**config.mk**
```make
export PLATFORM = sky130hd
export DESIGN_NAME = placar_multitime_flat
export DESIGN_NICKNAME = d
export VERILOG_FILES = /design/src/rtl/placar_pkg.sv /design/src/rtl/placar_multitime_if.sv /design/src/rtl/placar_canal.sv /design/src/rtl/placar_multitime.sv /design/src/flat_wrapper.sv
export SDC_FILE = /design/constraint.sdc
export NUM_CORES = 1
export LEC_CHECK = 0
export ABC_AREA = 0
export CAP_MARGIN = 10
export CORE_MARGIN = 10
export CORE_UTILIZATION = 32
export DETAILED_ROUTE_END_ITERATION = 10
export DONT_BUFFER_PORTS = 1
export GPL_ROUTABILITY_DRIVEN = 0
export SLEW_MARGIN = 20
export SYNTH_ARGS = -nofsm -noshare
export SYNTH_HDL_FRONTEND = slang
export SYNTH_SLANG_ARGS = --single-unit
```
**constraint.sdc**
```tcl
create_clock -name clock -period 4.8 [get_ports clock]
set_input_delay 0.24 -clock clock [delete_from_list [all_inputs] [get_ports clock]]
set_output_delay 0.24 -clock clock [all_outputs]
set_load 0.01 [all_outputs]
```
**src/rtl/placar_pkg.sv**
```systemverilog
// placar_pkg: shared widths, saturating arithmetic and the undo record type
package placar_pkg;
  localparam int PTS_W = 2;
  localparam int MAX_W = 16;
  localparam int TEAM_W = 8;

  typedef struct packed {
    logic valid;
    logic [TEAM_W-1:0] team;
    logic [MAX_W-1:0] score;
  } undo_t;

  function automatic logic [MAX_W-1:0] sat_add(input logic [MAX_W-1:0] score, input logic [PTS_W-1:0] pts, input logic [MAX_W-1:0] mx);
    logic [MAX_W:0] s;
    s = {1'b0, score} + (MAX_W+1)'(pts);
    return (s > {1'b0, mx}) ? mx : s[MAX_W-1:0];
  endfunction

  function automatic logic [MAX_W-1:0] sat_sub(input logic [MAX_W-1:0] score, input logic [PTS_W-1:0] pts);
    return ({1'b0, score} < (MAX_W+1)'(pts)) ? '0 : score - MAX_W'(pts);
  endfunction
endpackage

```
**src/rtl/placar_multitime_if.sv**
```systemverilog
// placar_multitime_if: button/undo/preset inputs and score/leader outputs of the scoreboard
interface placar_multitime_if #(
  parameter int N_TEAMS = 2,
  parameter int WIDTH = 7
);
  localparam int LW = ($clog2(N_TEAMS) < 1) ? 1 : $clog2(N_TEAMS);
  logic pr;
  logic chaveNP;
  logic desfazer;
  logic [2*N_TEAMS-1:0] somaBTNs;
  logic [WIDTH*N_TEAMS-1:0] placar;
  logic [N_TEAMS-1:0] evento;
  logic [LW-1:0] lider;
  logic empate;
  modport master (output pr, chaveNP, desfazer, somaBTNs, input placar, evento, lider, empate);
  modport slave (input pr, chaveNP, desfazer, somaBTNs, output placar, evento, lider, empate);
endinterface

```
**src/rtl/placar_canal.sv**
```systemverilog
// placar_canal: one team channel with press arming, saturating score and load port
module placar_canal
  import placar_pkg::*;
#(
  parameter int WIDTH = 7,
  parameter int MAX_SCORE = 99
) (
  input  logic clock,
  input  logic clr,
  input  logic [PTS_W-1:0] field,
  input  logic sub,
  input  logic apply_en,
  input  logic load_en,
  input  logic [WIDTH-1:0] load_val,
  input  logic load_evt,
  output logic [WIDTH-1:0] score,
  output logic evt,
  output logic hit
);
  logic armed;
  logic [WIDTH-1:0] nxt;

  assign nxt = sub ? WIDTH'(sat_sub(MAX_W'(score), field))
                   : WIDTH'(sat_add(MAX_W'(score), field, MAX_W'(MAX_SCORE)));
  assign hit = armed && field != '0 && nxt != score;

  // a press is consumed whenever seen armed; re-arming needs an idle field
  always_ff @(posedge clock) begin
    if (clr) begin
      armed <= 1'b0;
      score <= '0;
      evt <= 1'b0;
    end else begin
      armed <= field == '0;
      score <= load_en ? load_val : (apply_en && hit) ? nxt : score;
      evt <= load_en ? load_evt : apply_en && hit;
    end
  end
endmodule

```
**src/rtl/placar_multitime.sv**
```systemverilog
// placar_multitime: N-team saturating scoreboard with one-level undo, preset and leader/tie
module placar_multitime
  import placar_pkg::*;
#(
  parameter int N_TEAMS = 2,
  parameter int WIDTH = 7,
  parameter int MAX_SCORE = 99,
  parameter int PRESET_VAL = 0
) (
  input logic clock,
  input logic clr,
  placar_multitime_if.slave bus
);
  localparam int LW = ($clog2(N_TEAMS) < 1) ? 1 : $clog2(N_TEAMS);
  logic [WIDTH-1:0] score [N_TEAMS];
  logic [N_TEAMS-1:0] hit;
  logic dz_prev;
  logic undo_acc;
  logic apply;
  logic single;
  logic [TEAM_W-1:0] hit_idx;
  logic [MAX_W-1:0] hit_score;
  logic [WIDTH-1:0] best;
  logic [LW-1:0] ld;
  logic tie;
  undo_t rec;

  assign undo_acc = bus.desfazer && !dz_prev && rec.valid && !bus.pr;
  assign apply = !bus.pr && !undo_acc;
  assign single = (hit & (hit - 1'b1)) == '0;

  for (genvar g = 0; g < N_TEAMS; g++) begin : g_canal
    placar_canal #(.WIDTH(WIDTH), .MAX_SCORE(MAX_SCORE)) u_canal (
      .clock(clock),
      .clr(clr),
      .field(bus.somaBTNs[PTS_W*g +: PTS_W]),
      .sub(bus.chaveNP),
      .apply_en(apply),
      .load_en(bus.pr || (undo_acc && rec.team == TEAM_W'(g))),
      .load_val(bus.pr ? WIDTH'(PRESET_VAL) : WIDTH'(rec.score)),
      .load_evt(!bus.pr),
      .score(score[g]),
      .evt(bus.evento[g]),
      .hit(hit[g])
    );
    assign bus.placar[WIDTH*g +: WIDTH] = score[g];
  end

  // locate the changing team and its pre-change score for the undo record
  always_comb begin
    hit_idx = '0;
    hit_score = '0;
    for (int i = 0; i < N_TEAMS; i++) begin
      hit_idx = hit[i] ? TEAM_W'(i) : hit_idx;
      hit_score = hit[i] ? MAX_W'(score[i]) : hit_score;
    end
  end

  // undo record and desfazer edge history
  always_ff @(posedge clock) begin
    if (clr) begin
      rec <= '0;
      dz_prev <= 1'b1;
    end else begin
      dz_prev <= bus.desfazer;
      if (bus.pr) rec <= '0;
      else if (undo_acc) rec.valid <= 1'b0;
      else if (hit != '0) rec <= '{valid: single, team: hit_idx, score: hit_score};
    end
  end

  // lowest-index maximum and whether that maximum is shared
  always_comb begin
    best = score[0];
    ld = '0;
    tie = 1'b0;
    for (int i = 1; i < N_TEAMS; i++) begin
      tie = (score[i] > best) ? 1'b0 : (score[i] == best) ? 1'b1 : tie;
      ld = (score[i] > best) ? LW'(i) : ld;
      best = (score[i] > best) ? score[i] : best;
    end
  end

  assign bus.lider = ld;
  assign bus.empate = tie;
endmodule

```
**src/flat_wrapper.sv**
```systemverilog
// flat-port wrapper written by rule: the top's interface ports become plain ports
module placar_multitime_flat import placar_pkg::*;
#(
  parameter int N_TEAMS = 2,
  parameter int WIDTH = 7,
  parameter int MAX_SCORE = 99,
  parameter int PRESET_VAL = 0
)
  (clock, clr, bus_pr, bus_chaveNP, bus_desfazer, bus_somaBTNs, bus_placar, bus_evento, bus_lider, bus_empate);
  placar_multitime_if #(.N_TEAMS(N_TEAMS), .WIDTH(WIDTH)) bus_i ();
  input logic clock;
  input logic clr;
  input wire logic [$bits(bus_i.pr)-1:0] bus_pr;
  input wire logic [$bits(bus_i.chaveNP)-1:0] bus_chaveNP;
  input wire logic [$bits(bus_i.desfazer)-1:0] bus_desfazer;
  input wire logic [$bits(bus_i.somaBTNs)-1:0] bus_somaBTNs;
  output wire logic [$bits(bus_i.placar)-1:0] bus_placar;
  output wire logic [$bits(bus_i.evento)-1:0] bus_evento;
  output wire logic [$bits(bus_i.lider)-1:0] bus_lider;
  output wire logic [$bits(bus_i.empate)-1:0] bus_empate;
  assign bus_i.pr = bus_pr;
  assign bus_i.chaveNP = bus_chaveNP;
  assign bus_i.desfazer = bus_desfazer;
  assign bus_i.somaBTNs = bus_somaBTNs;
  assign bus_placar = bus_i.placar;
  assign bus_evento = bus_i.evento;
  assign bus_lider = bus_i.lider;
  assign bus_empate = bus_i.empate;
  placar_multitime #(.N_TEAMS(N_TEAMS), .WIDTH(WIDTH), .MAX_SCORE(MAX_SCORE), .PRESET_VAL(PRESET_VAL)) u_core (.clock(clock), .clr(clr), .bus(bus_i));
endmodule
```
Word-level counts from Yosys, hierarchy flattened:

Index checks and enable logic that the tools add are counted.

* bits in registers: 35
* bits in latches: 0
* bits in writable memories: 0
* ROM bits: 0
* input bits: 9
* output and inout port bits: 18
* logic and storage cells: 74
* memories kept: 0

* add/subtract/negate cells: 5
* $mul: 0
* div/mod/pow operators: 0
* magnitude comparators: 5
* equal/unequal tests: 4
* shifts and indexed selects: 0
* muxes and demuxes: 19
* bitwise logic cells: 2
* reduce and logical (&&, ||, !) cells: 29

Operators by type and width (count)
* 2-to-1 mux 7 bit: 13
* adder 7 x 2 -> 8 bit: 2
* > comparator 8 x 7 -> 1 bit, second input constant: 2
* < comparator 7 x 2 -> 1 bit: 2
* inequality test 7 bit: 2
* subtractor 7 x 2 -> 7 bit: 2
* logical AND 1 bit: 12
* nonzero test 2 bit: 5
* equality test 8 x 1 -> 1 bit, second input constant: 1
* logical NOT 8 bit: 1
* equality test 7 bit: 1
* > comparator 7 bit: 1
* logical NOT 2 bit: 3
* 2-to-1 mux 1 bit: 6
* logical NOT 1 bit: 3
* OR reduction 3 bit: 1
* bitwise AND 2 bit: 1
* logical OR 1 bit: 2
* AND reduction 2 bit: 1
* OR reduction 2 bit: 1
* subtractor 2 x 1 -> 2 bit, second input constant: 1
* inverter 1 bit: 1

Longest topological paths before layout:

Gate-level depths: netlist (run 1).

* depth in word-level cells: 9
* gate-level depth with buffers: 13
* gate-level depth less buffers: 12

Hierarchy:

From an unflattened synthesis (run 1), not the netlist that was laid out.

* cells, all modules: 429
* area, all modules: 3276.9 µm²

By module, submodules not included
* placar_canal (u_core.g_canal[0].u_canal): times used 1, cells an instance 186, area an instance 1362.6 µm², sequential area each 180.2 µm²
* placar_canal (u_core.g_canal[1].u_canal): times used 1, cells an instance 144, area an instance 1129.8 µm², sequential area each 180.2 µm²
* placar_multitime: times used 1, cells an instance 99, area an instance 784.5 µm², sequential area each 200.2 µm²

Worst setup path before layout (run 1):

OpenSTA, ideal clock, no wires.

* path kind: reg2reg
* start point: register u_core.g_canal[0].u_canal.score[1]
* end point: register u_core.rec[0] (netlist bit)
* setup time: 0.119 ns
* arrival time: 3.346 ns
* data required time: 4.681 ns
* setup slack: 1.335 ns
* stages on the path, launching flop included: 12
* buffers on the path: 1
* clock period less this slack: 3.465 ns
* path through: dfxtp_1 -> ha_1 -> and2b_1 -> o21ai_1 -> a311oi_1 -> o31ai_1 -> a311oi_1 -> a2111o_1 -> nor2_1 -> or4b_1 -> buf_2 -> o221a_1

* cells in the longest elaborated chain, start to end: 8
* elaborated cells between the ends (all ways): 13
* those cells by class: add/sub: 2; order compare: 2; eq/ne: 1; mux: 5; reduce/logical: 3

Ends and longest elaborated chain
* start, declared: RTL line placar_canal.sv:16 `output logic [WIDTH-1:0] score,`
* start signal, assigned: RTL line placar_canal.sv:35 `score <= load_en ? load_val : (apply_en && hit) ? nxt : score;`
* adder 7 x 2 -> 8 bit: RTL line placar_pkg.sv:15 `s = {1'b0, score} + (MAX_W+1)'(pts);`
* > comparator 8 x 7 -> 1 bit: RTL line placar_pkg.sv:16 `return (s > {1'b0, mx}) ? mx : s[MAX_W-1:0];`
* 2-to-1 mux 7 bit: RTL line placar_pkg.sv:16
* 2-to-1 mux 7 bit: RTL line placar_canal.sv:23 `assign nxt = sub ? WIDTH'(sat_sub(MAX_W'(score), field))`
* inequality test 7 bit *: RTL line placar_canal.sv:25 `assign hit = armed && field != '0 && nxt != score;`
* logical AND 1 bit *: RTL line placar_canal.sv:25
* 2-to-1 mux 7 bit / nonzero test 2 bit (equally long branches): RTL line placar_multitime.sv:55, placar_multitime.sv:68
* 2-to-1 mux 7 bit / AND reduction 2 bit (equally long branches)
* end signal, assigned: RTL line placar_multitime.sv:68 `else if (hit != '0) rec <= '{valid: single, team: hit_idx, score: hit_score};`
* end, declared: RTL line placar_multitime.sv:26 `undo_t rec;`

Every way passes the cells marked *; elsewhere a longest branch is shown, timed or not.
A chain may end at the register's enable or synchronous reset.

Worst setup path after layout (run 1):

* start point: register u_core.g_canal[0].u_canal.score[1]
* end point: register u_core.rec[2] (netlist bit)

Same word-level chain as after synthesis.

==> results of run 1 <==
## layout by cell type (no fill, tap or decap), drive strengths merged, types with 9 or more instances in the layout
master and count:
a21oi 16, dfxtp 28, ha 15, inv 19
nand2 17, nand3 12, nor2 21, nor2b 9
nor3 16, o21a 13, o21ai 23
## power by group through the flow
stage	sequential [mW]	combinational, mW	clock (mW)
after floorplan	0.245	0.0749	0
after global placement	0.248	0.0831	0
after detailed placement	0.248	0.0836	0
after CTS	0.243	0.0843	0.189
after global routing	0.244	0.0953	0.198
final	0.243	0.0853	0.187
## synth_stat cells, types with 4 or more instances
cell	instances
o21a_1	13
nor2b_1	9
nand3_1	12
nand2b_1	5
o32ai_1	5
a311oi_1	5
a211oi_1	6
nor4_1	4
ha_1	15
or3_1	4
inv_1	17
a221o_1	8
dfxtp_1	28
o21ai_0	19
nor2_1	21
o221a_1	7
a31oi_1	4
nor3_1	16
a21oi_1	16
clkbuf_1	14
nand2_1	17
buf_2	6
o31ai_1	4
a21o_1	5
nand4_1	4
fa_1	4
## layer usage
layer  GRT usage (%)  up-vias  wire length, um
li1                -     1281                -
met1            16.7     1277             3740
met2            19.3      141             3560
met3            4.19        8              821
met4            1.80        0               52
met5               0        -                0
## flip-flops by register name, summed over array words and instances (netlist names)
name and flops:
u_core.g_canal.u_canal.score 14, u_core.g_canal.u_canal.evt 2, u_core.g_canal.u_canal.armed 2, u_core.dz_prev 1
u_core.rec 9
## kinds of logic after synthesis
kind of cell / Yosys count
adders and majority gates: 19
xor gates and xnor gates: 4
buffers and inverters: 43
and+or+nand+nor: 116
DFF: 28
muxes: 5
AOI/OAI and AO/OA: 126
## worst max-delay path, delay by kind of cell, from the launching register on
family / cells / cell delay (ps)
AOI/OAI and AO/OA: 6 / 1760
adders and majority gates: 1 / 350
DFF: 1 / 700
and+or+nand+nor: 3 / 1090
## metrics by stage
step	setup WS, ps	hold slack [ps]	area, um^2	total power, mW
after global placement	903	315	2720	0.332
after detailed placement	838	315	2720	0.332
after CTS	796	17.2	2790	0.516
after global routing	454	10.8	2790	0.537
final	786	19.2	2790	0.516
after floorplan	1340	317	2700	0.320
## layout make-up
| class | instances | area (um^2) | area share (%) |
|---|---|---|---|
| Inverter | 19 | 71.3 | 2.55 |
| Tap cell | 105 | 131 | 4.71 |
| Sequential cell | 28 | 561 | 20.1 |
| Clock buffer | 3 | 41.3 | 1.48 |
| Clock inverter | 1 | 30.0 | 1.08 |
| Multi-Input combinational cell | 270 | 1960 | 70.1 |
## worst max path at each step
| stage | from | endpoint | slack (ps) | cells past startpoint |
|---|---|---|---|---|
| after floorplan | u_core.g_canal[0].u_canal.score[1]$_SDFFE_PP0P_ | u_core.rec[0]$_SDFFE_PP0P_ | 1340 | 11 |
| after global placement | u_core.g_canal[0].u_canal.score[0]$_SDFFE_PP0P_ | u_core.rec[3]$_SDFFE_PP0P_ | 900 | 11 |
| after detailed placement | u_core.g_canal[0].u_canal.score[1]$_SDFFE_PP0P_ | u_core.rec[2]$_SDFFE_PP0P_ | 840 | 10 |
| after CTS | u_core.g_canal[0].u_canal.score[1]$_SDFFE_PP0P_ | u_core.rec[2]$_SDFFE_PP0P_ | 800 | 10 |
| after global routing | u_core.g_canal[0].u_canal.score[1]$_SDFFE_PP0P_ | u_core.rec[2]$_SDFFE_PP0P_ | 450 | 10 |
| final | u_core.g_canal[0].u_canal.score[1]$_SDFFE_PP0P_ | u_core.rec[2]$_SDFFE_PP0P_ | 790 | 10 |
==> flow_metrics.py, run 1 <==
metrics = {
    "grt": {
        "first_global_vias": 2521,
        "wire_length_of_the_first_global_routing_pass_um": 13500,
        "grt_start_max_net_pins": 30,
        "grt_antenna_before_repair": 0,
        "overflow_left_after_global_routing": 0,
        "overall_global_routing_resource_usage_pct": 12.5,
    },
    "setup_path": {
        "timing.critical_path.fanout_max": 12,
        "crit_chain": "ha_1 -> and2b_1 -> o21ai_1 -> a311oi_1 -> o31ai_1 -> a311oi_1 -> a2111o_1 -> nor2_1 -> or4b_1 -> o221a_1",
        "worst_ep_arrival_time_ps": 4190,
        "slowest_stage": "dfxtp_1",
        "critical_path.reg2reg.endpoint": "u_core.rec[2]$_SDFFE_PP0P_",
        "worst-r2r-cell-count": 10,
        "reg2reg_setup_slack_ps": 790,
        "worst-setup-path-type": "reg -> reg",
        "r2r-start": "u_core.g_canal[0].u_canal.score[1]$_SDFFE_PP0P_",
        "timing.critical_path.from_type": "register",
        "worstSetupEndpointType": "register",
        "slowest_delay_ps": 700,
        "worst-endpoint-required_ps": 4980,
        "cell_repeated_most_along_the_worst_path": "a311oi_1",
    },
    "synth": {
        "synth.area.top_cells": "dfxtp_1 21%, ha_1 6.9%, o21a_1 3.6%",
        "area_share_of_fa_ha_maj_cells_after_synthesis_pct": 9.91,
        "synth_top_area_share_pct": 20.8,
        "synth_sequential_area_ratio_pct": 20.8,
        "most_used_flip_flop_cell_after_synthesis": "dfxtp_1",
        "async_flop_share_pct": 0,
        "synth.ff_latch_count": 28,
        "mean_cell_area_of_the_mapped_netlist_um2": 7.92,
        "leading_area_contributor_after_synthesis": "dfxtp_1",
        "synth_top_family_by_area": "compound AO/OA/AOI/OAI gates",
        "synthCells": 341,
        "syn-cell-area_mm2": 0.00270,
        "synth-xor-area-share_pct": 1.30,
        "synth-edff-count": 0,
        "synth_cell_type_count": 73,
        "synth.area.mux_share_pct": 1.95,
        "synth-warning-count": 0,
        "synth-compound-area-share_pct": 35.5,
        "net_count_after_synthesis": 369,
        "share_of_synthesized_cell_area_in_and_or_nand_and_nor_gates_pct": 23.8,
    },
    "die": {
        "core_box_area_mm2": 0.00822,
        "initial_utilization_pct": 32.9,
        "num_rows": 33,
        "dieWidth_um": 112,
        "height_of_the_die_um": 112,
        "design.portCount": 27,
        "die-area_mm2": 0.0125,
    },
    "detailed_routing": {
        "drc": 0,
        "postRouteAntennaNets": 0,
        "detail_route.wirelength_um": 8170,
        "drtIter0Drc": 301,
        "vias_per_cell": 6.35,
        "routed_wire_length_per_instance_um": 19.2,
        "drt_pre_antenna_iters": 5,
        "number_of_vias_after_detailed_routing": 2707,
    },
    "clock_tree": {
        "cts.root.buffer_cell": "clkbuf_8",
        "cts_tree": "built",
        "clock_net_sink_count": 28,
        "cts.repair_timing.setup_buffer_count": 0,
        "clock_pin_transition_on_the_worst_setup_and_hold_timing_paths_ps": 100,
        "clk-insertion-delay-late_ps": 280,
        "clk_path_buf_depth": 2,
        "cts_repair_resize_count": 0,
        "postCtsHoldBufs": 0,
        "cts.htree.levels": 1,
        "cts_buffers": 3,
    },
    "power_and_ir_drop": {
        "netSwitchingPower_mw": 0.132,
        "power_report.internal_total_mw": 0.384,
        "share_of_total_power_consumed_by_net_switching_pct": 25.6,
        "power.static_leakage_nw": 0.963,
        "seq_power_share_pct": 47.1,
        "vdd.ir_drop.worst_v": 0.000159,
        "clock_power_share_pct": 36.3,
        "cellPowerDensity_mw_per_mm2": 185,
        "power_frac_comb_pct": 16.5,
    },
    "hold_path": {
        "min_path_type": "in -> reg",
        "worstHoldPathCells": 1,
        "hold_path.startpoint": "clr",
        "timing.hold.worst_endpoint": "u_core.g_canal[0].u_canal.armed$_SDFF_PP0_",
    },
    "timing": {
        "finalWorstPathRequiredPeriod_ps": 4010,
        "slew_violations": 0,
        "timing_worst_slew_pin_value_ps": 768,
        "grt_setup_unrepaired": "false",
        "report.final.setup_viol": 0,
        "worst_slew_margin_rel_pct": 48.7,
        "final_min_period_over_clock_period_pct": 83.6,
        "report.final.hold_viol_count": 0,
        "fin_tns_setup_ps": 0,
        "max_clock_freq_mhz": 249,
        "clock_skew_ps": 4.34,
    },
    "cells_and_area": {
        "ant_diodes": 0,
        "post_route_cells_drive_above_1_share_pct": 5.61,
        "nNetsFinal": 350,
        "area_growth_pct": 3.33,
        "total_of_fill_cells_in_the_finished_design": 853,
        "finalCoreUtilization_pct": 34.0,
        "fin_cells": 426,
    },
    "placed_design": {
        "placement.io_buffers": 0,
        "dp.cells": 422,
        "half_perimeter_wire_length_after_placement_um": 6170,
    },
    "run_status": {
        "run_status": "completed",
    },
    "job": {
        "max-cap-violations": 0,
    },
}
Power figures use the tool's default switching activity.
==> inputs of run 2 (changes only) <==
- clock period: 4.8 -> 3.7 ns (I/O delays scaled with it)
==> run 2 against run 1 <==
  * Sequential cell count did not move
  * Count of clock-buffer cells in the layout did not move
  * Hold slack improved by 85 ps
  * Sequential power rose by 28%
  * Sequential share of layout area fell by 1.8 points
  * Combinational power rose by 52%
  * Register-to-register slack got worse by 570 ps
  * Critical path type unchanged
  * Largest cell class unchanged
==> flow_metrics.py, run 2 (synthesis gave the netlist of run 1 again) <==
metrics = {
    "setup_path": {
        "slowest_stage": "or4b_1",
        "crit_chain": "ha_1 -> and2b_1 -> o21ai_1 -> buf_4 -> o32ai_1 -> mux2_2 -> or4b_1 -> a2111o_1 -> o21ai_2 -> buf_4 -> nor2_1 -> a221o_1",
        "worst-r2r-cell-count": 12,
        "cell_repeated_most_along_the_worst_path": "buf_4",
        "worst-endpoint-required_ps": 3880,
        "reg2reg_setup_slack_ps": 220,
        "timing.critical_path.from_type": "register",
        "worst_ep_arrival_time_ps": 3660,
        "slowest_delay_ps": 530,
        "worstSetupEndpointType": "register",
        "worst-setup-path-type": "reg -> reg",
        "r2r-start": "u_core.g_canal[0].u_canal.score[1]$_SDFFE_PP0P_",
        "critical_path.reg2reg.endpoint": "u_core.g_canal[0].u_canal.score[4]$_SDFFE_PP0P_",
        "timing.critical_path.fanout_max": 5,
    },
    "die": {
        "core_box_area_mm2": 0.00822,
        "initial_utilization_pct": 32.9,
        "height_of_the_die_um": 112,
        "design.portCount": 27,
        "die-area_mm2": 0.0125,
        "dieWidth_um": 112,
        "num_rows": 33,
    },
    "grt": {
        "grt_start_max_net_pins": 30,
        "first_global_vias": 2615,
        "grt_antenna_before_repair": 0,
        "wire_length_of_the_first_global_routing_pass_um": 13800,
        "overall_global_routing_resource_usage_pct": 13.0,
        "overflow_left_after_global_routing": 0,
    },
    "detailed_routing": {
        "number_of_vias_after_detailed_routing": 2831,
        "drc": 0,
        "detail_route.wirelength_um": 8680,
        "routed_wire_length_per_instance_um": 19.2,
        "postRouteAntennaNets": 0,
        "drtIter0Drc": 374,
        "vias_per_cell": 6.25,
        "drt_pre_antenna_iters": 5,
    },
    "timing": {
        "worst_slew_margin_rel_pct": 52.8,
        "final_min_period_over_clock_period_pct": 94.1,
        "grt_setup_unrepaired": "false",
        "finalWorstPathRequiredPeriod_ps": 3480,
        "clock_skew_ps": 7.47,
        "timing_worst_slew_pin_value_ps": 707,
        "slew_violations": 0,
        "max_clock_freq_mhz": 287,
        "fin_tns_setup_ps": 0,
        "report.final.hold_viol_count": 0,
        "report.final.setup_viol": 0,
    },
    "placed_design": {
        "half_perimeter_wire_length_after_placement_um": 6520,
        "placement.io_buffers": 0,
    },
    "cells_and_area": {
        "post_route_cells_drive_above_1_share_pct": 13.2,
        "area_growth_pct": 13.2,
        "largest-register": "u_core.g_canal.u_canal.score",
        "most_common_cell_after_layout_fill_and_taps_aside": "dfxtp_1",
        "number_of_flip_flops_under_the_largest_register_name": 14,
        "layout_top_registers": "u_core.g_canal.u_canal.score (14), u_core.rec (9)",
        "finalCoreUtilization_pct": 37.2,
        "final_cell_mix": "28 x dfxtp_1, 21 x nor2_1, 21 x buf_4, 19 x o21ai_0",
        "ant_diodes": 0,
        "total_of_fill_cells_in_the_finished_design": 830,
        "nNetsFinal": 377,
    },
    "clock_tree": {
        "clock_net_sink_count": 28,
        "cts.htree.levels": 1,
        "clk-insertion-delay-late_ps": 280,
        "clock_pin_transition_on_the_worst_setup_and_hold_timing_paths_ps": 100,
        "cts.repair_timing.setup_buffer_count": 0,
        "cts_tree": "built",
        "cts_buffers": 3,
        "clk_path_buf_depth": 2,
        "cts.root.buffer_cell": "clkbuf_8",
    },
    "power_and_ir_drop": {
        "vdd.ir_drop.worst_v": 0.000245,
        "clock_power_share_pct": 35.6,
        "power.static_leakage_nw": 1.11,
        "seq_power_share_pct": 45.5,
        "power_report.internal_total_mw": 0.507,
        "cellPowerDensity_mw_per_mm2": 224,
        "finalPower_mw": 0.685,
        "netSwitchingPower_mw": 0.178,
        "share_of_total_power_consumed_by_net_switching_pct": 25.9,
        "power_frac_comb_pct": 18.9,
    },
    "hold_path": {
        "min_path_type": "in -> reg",
        "worstHoldPathCells": 3,
        "timing.hold.worst_endpoint": "u_core.g_canal[0].u_canal.score[5]$_SDFFE_PP0P_",
        "hold_path.startpoint": "clr",
    },
    "job": {
        "max-cap-violations": 0,
    },
    "run_status": {
        "run_status": "completed",
    },
}
[run 2: power groups by stage]
stage          logic (mW)  registers (mW)  clock network, mW
6_report            0.130           0.311              0.243
4_1_cts             0.125           0.311              0.251
3_5_place_dp        0.118           0.318                  0
3_3_place_gp        0.116           0.318                  0
2_1_floorplan      0.0972           0.318                  0
5_1_grt             0.142           0.312              0.266
[run 2: how the worst max path moves through the flow]
stage                                                         start                                              end  slack [ps]  depth (start not counted)
global placement    u_core.g_canal[0].u_canal.score[0]$_SDFFE_PP0P_                       u_core.rec[6]$_SDFFE_PP0P_         200                         11
global route        u_core.g_canal[0].u_canal.score[1]$_SDFFE_PP0P_  u_core.g_canal[0].u_canal.score[4]$_SDFFE_PP0P_          40                         12
CTS                 u_core.g_canal[0].u_canal.score[0]$_SDFFE_PP0P_                       u_core.rec[0]$_SDFFE_PP0P_          50                         11
finish              u_core.g_canal[0].u_canal.score[1]$_SDFFE_PP0P_  u_core.g_canal[0].u_canal.score[4]$_SDFFE_PP0P_         220                         12
floorplan           u_core.g_canal[0].u_canal.score[1]$_SDFFE_PP0P_                       u_core.rec[0]$_SDFFE_PP0P_         240                         11
detailed placement  u_core.g_canal[0].u_canal.score[0]$_SDFFE_PP0P_                       u_core.rec[1]$_SDFFE_PP0P_          60                         11
[run 2: timing repair]
action                                  4_1_cts  5_1_grt
hold endpoints to repair                     10        0
hold buffers                                  6        0
endpoints found under the setup margin        0        8
resized for setup                             0       10
[run 2: worst max-delay path: cells and delay by family (launching register included)]
kind,cells,cell delay (ps)
adders and majority gates,1,330
DFF,1,390
and+or+nand+nor,3,840
buffers and inverters,2,350
AOI/OAI and AO/OA,5,1210
muxes,1,280
[run 2: per-layer routing]
| layer | GRT usage [%] | part of all wire [%] | vias to the layer above |
|---|---|---|---|
| li1 | - | - | 1331 |
| met1 | 16.9 | 44 | 1337 |
| met2 | 20.1 | 44 | 145 |
| met3 | 4.56 | 11 | 18 |
| met4 | 2.83 | 1.1 | 0 |
| met5 | 0 | 0 | - |
[run 2: area by class of cell]
cell class	count	area [um^2]	area share, %
clock buffers	3	41.3	1.35
clock inverters	1	30.0	0.982
multi-input cells	270	2010	65.6
repair buffers	27	218	7.12
flip-flops and latches	28	561	18.3
well taps	105	131	4.29
inverters	19	71.3	2.33
[run 2: per-stage QoR]
| stage | hold WS, ps | cell area (um^2) | setup slack (ps) | instances |
|---|---|---|---|---|
| finish | 104 | 3060 | 220 | 453 |
| global route | 118 | 3060 | 42.1 | 453 |
| CTS | 89.7 | 3010 | 45.3 | 453 |
| detailed placement | 260 | 2880 | 55.5 | 443 |
| global placement | 259 | 2880 | 199 | 443 |
| floorplan | 262 | 2700 | 235 | 341 |
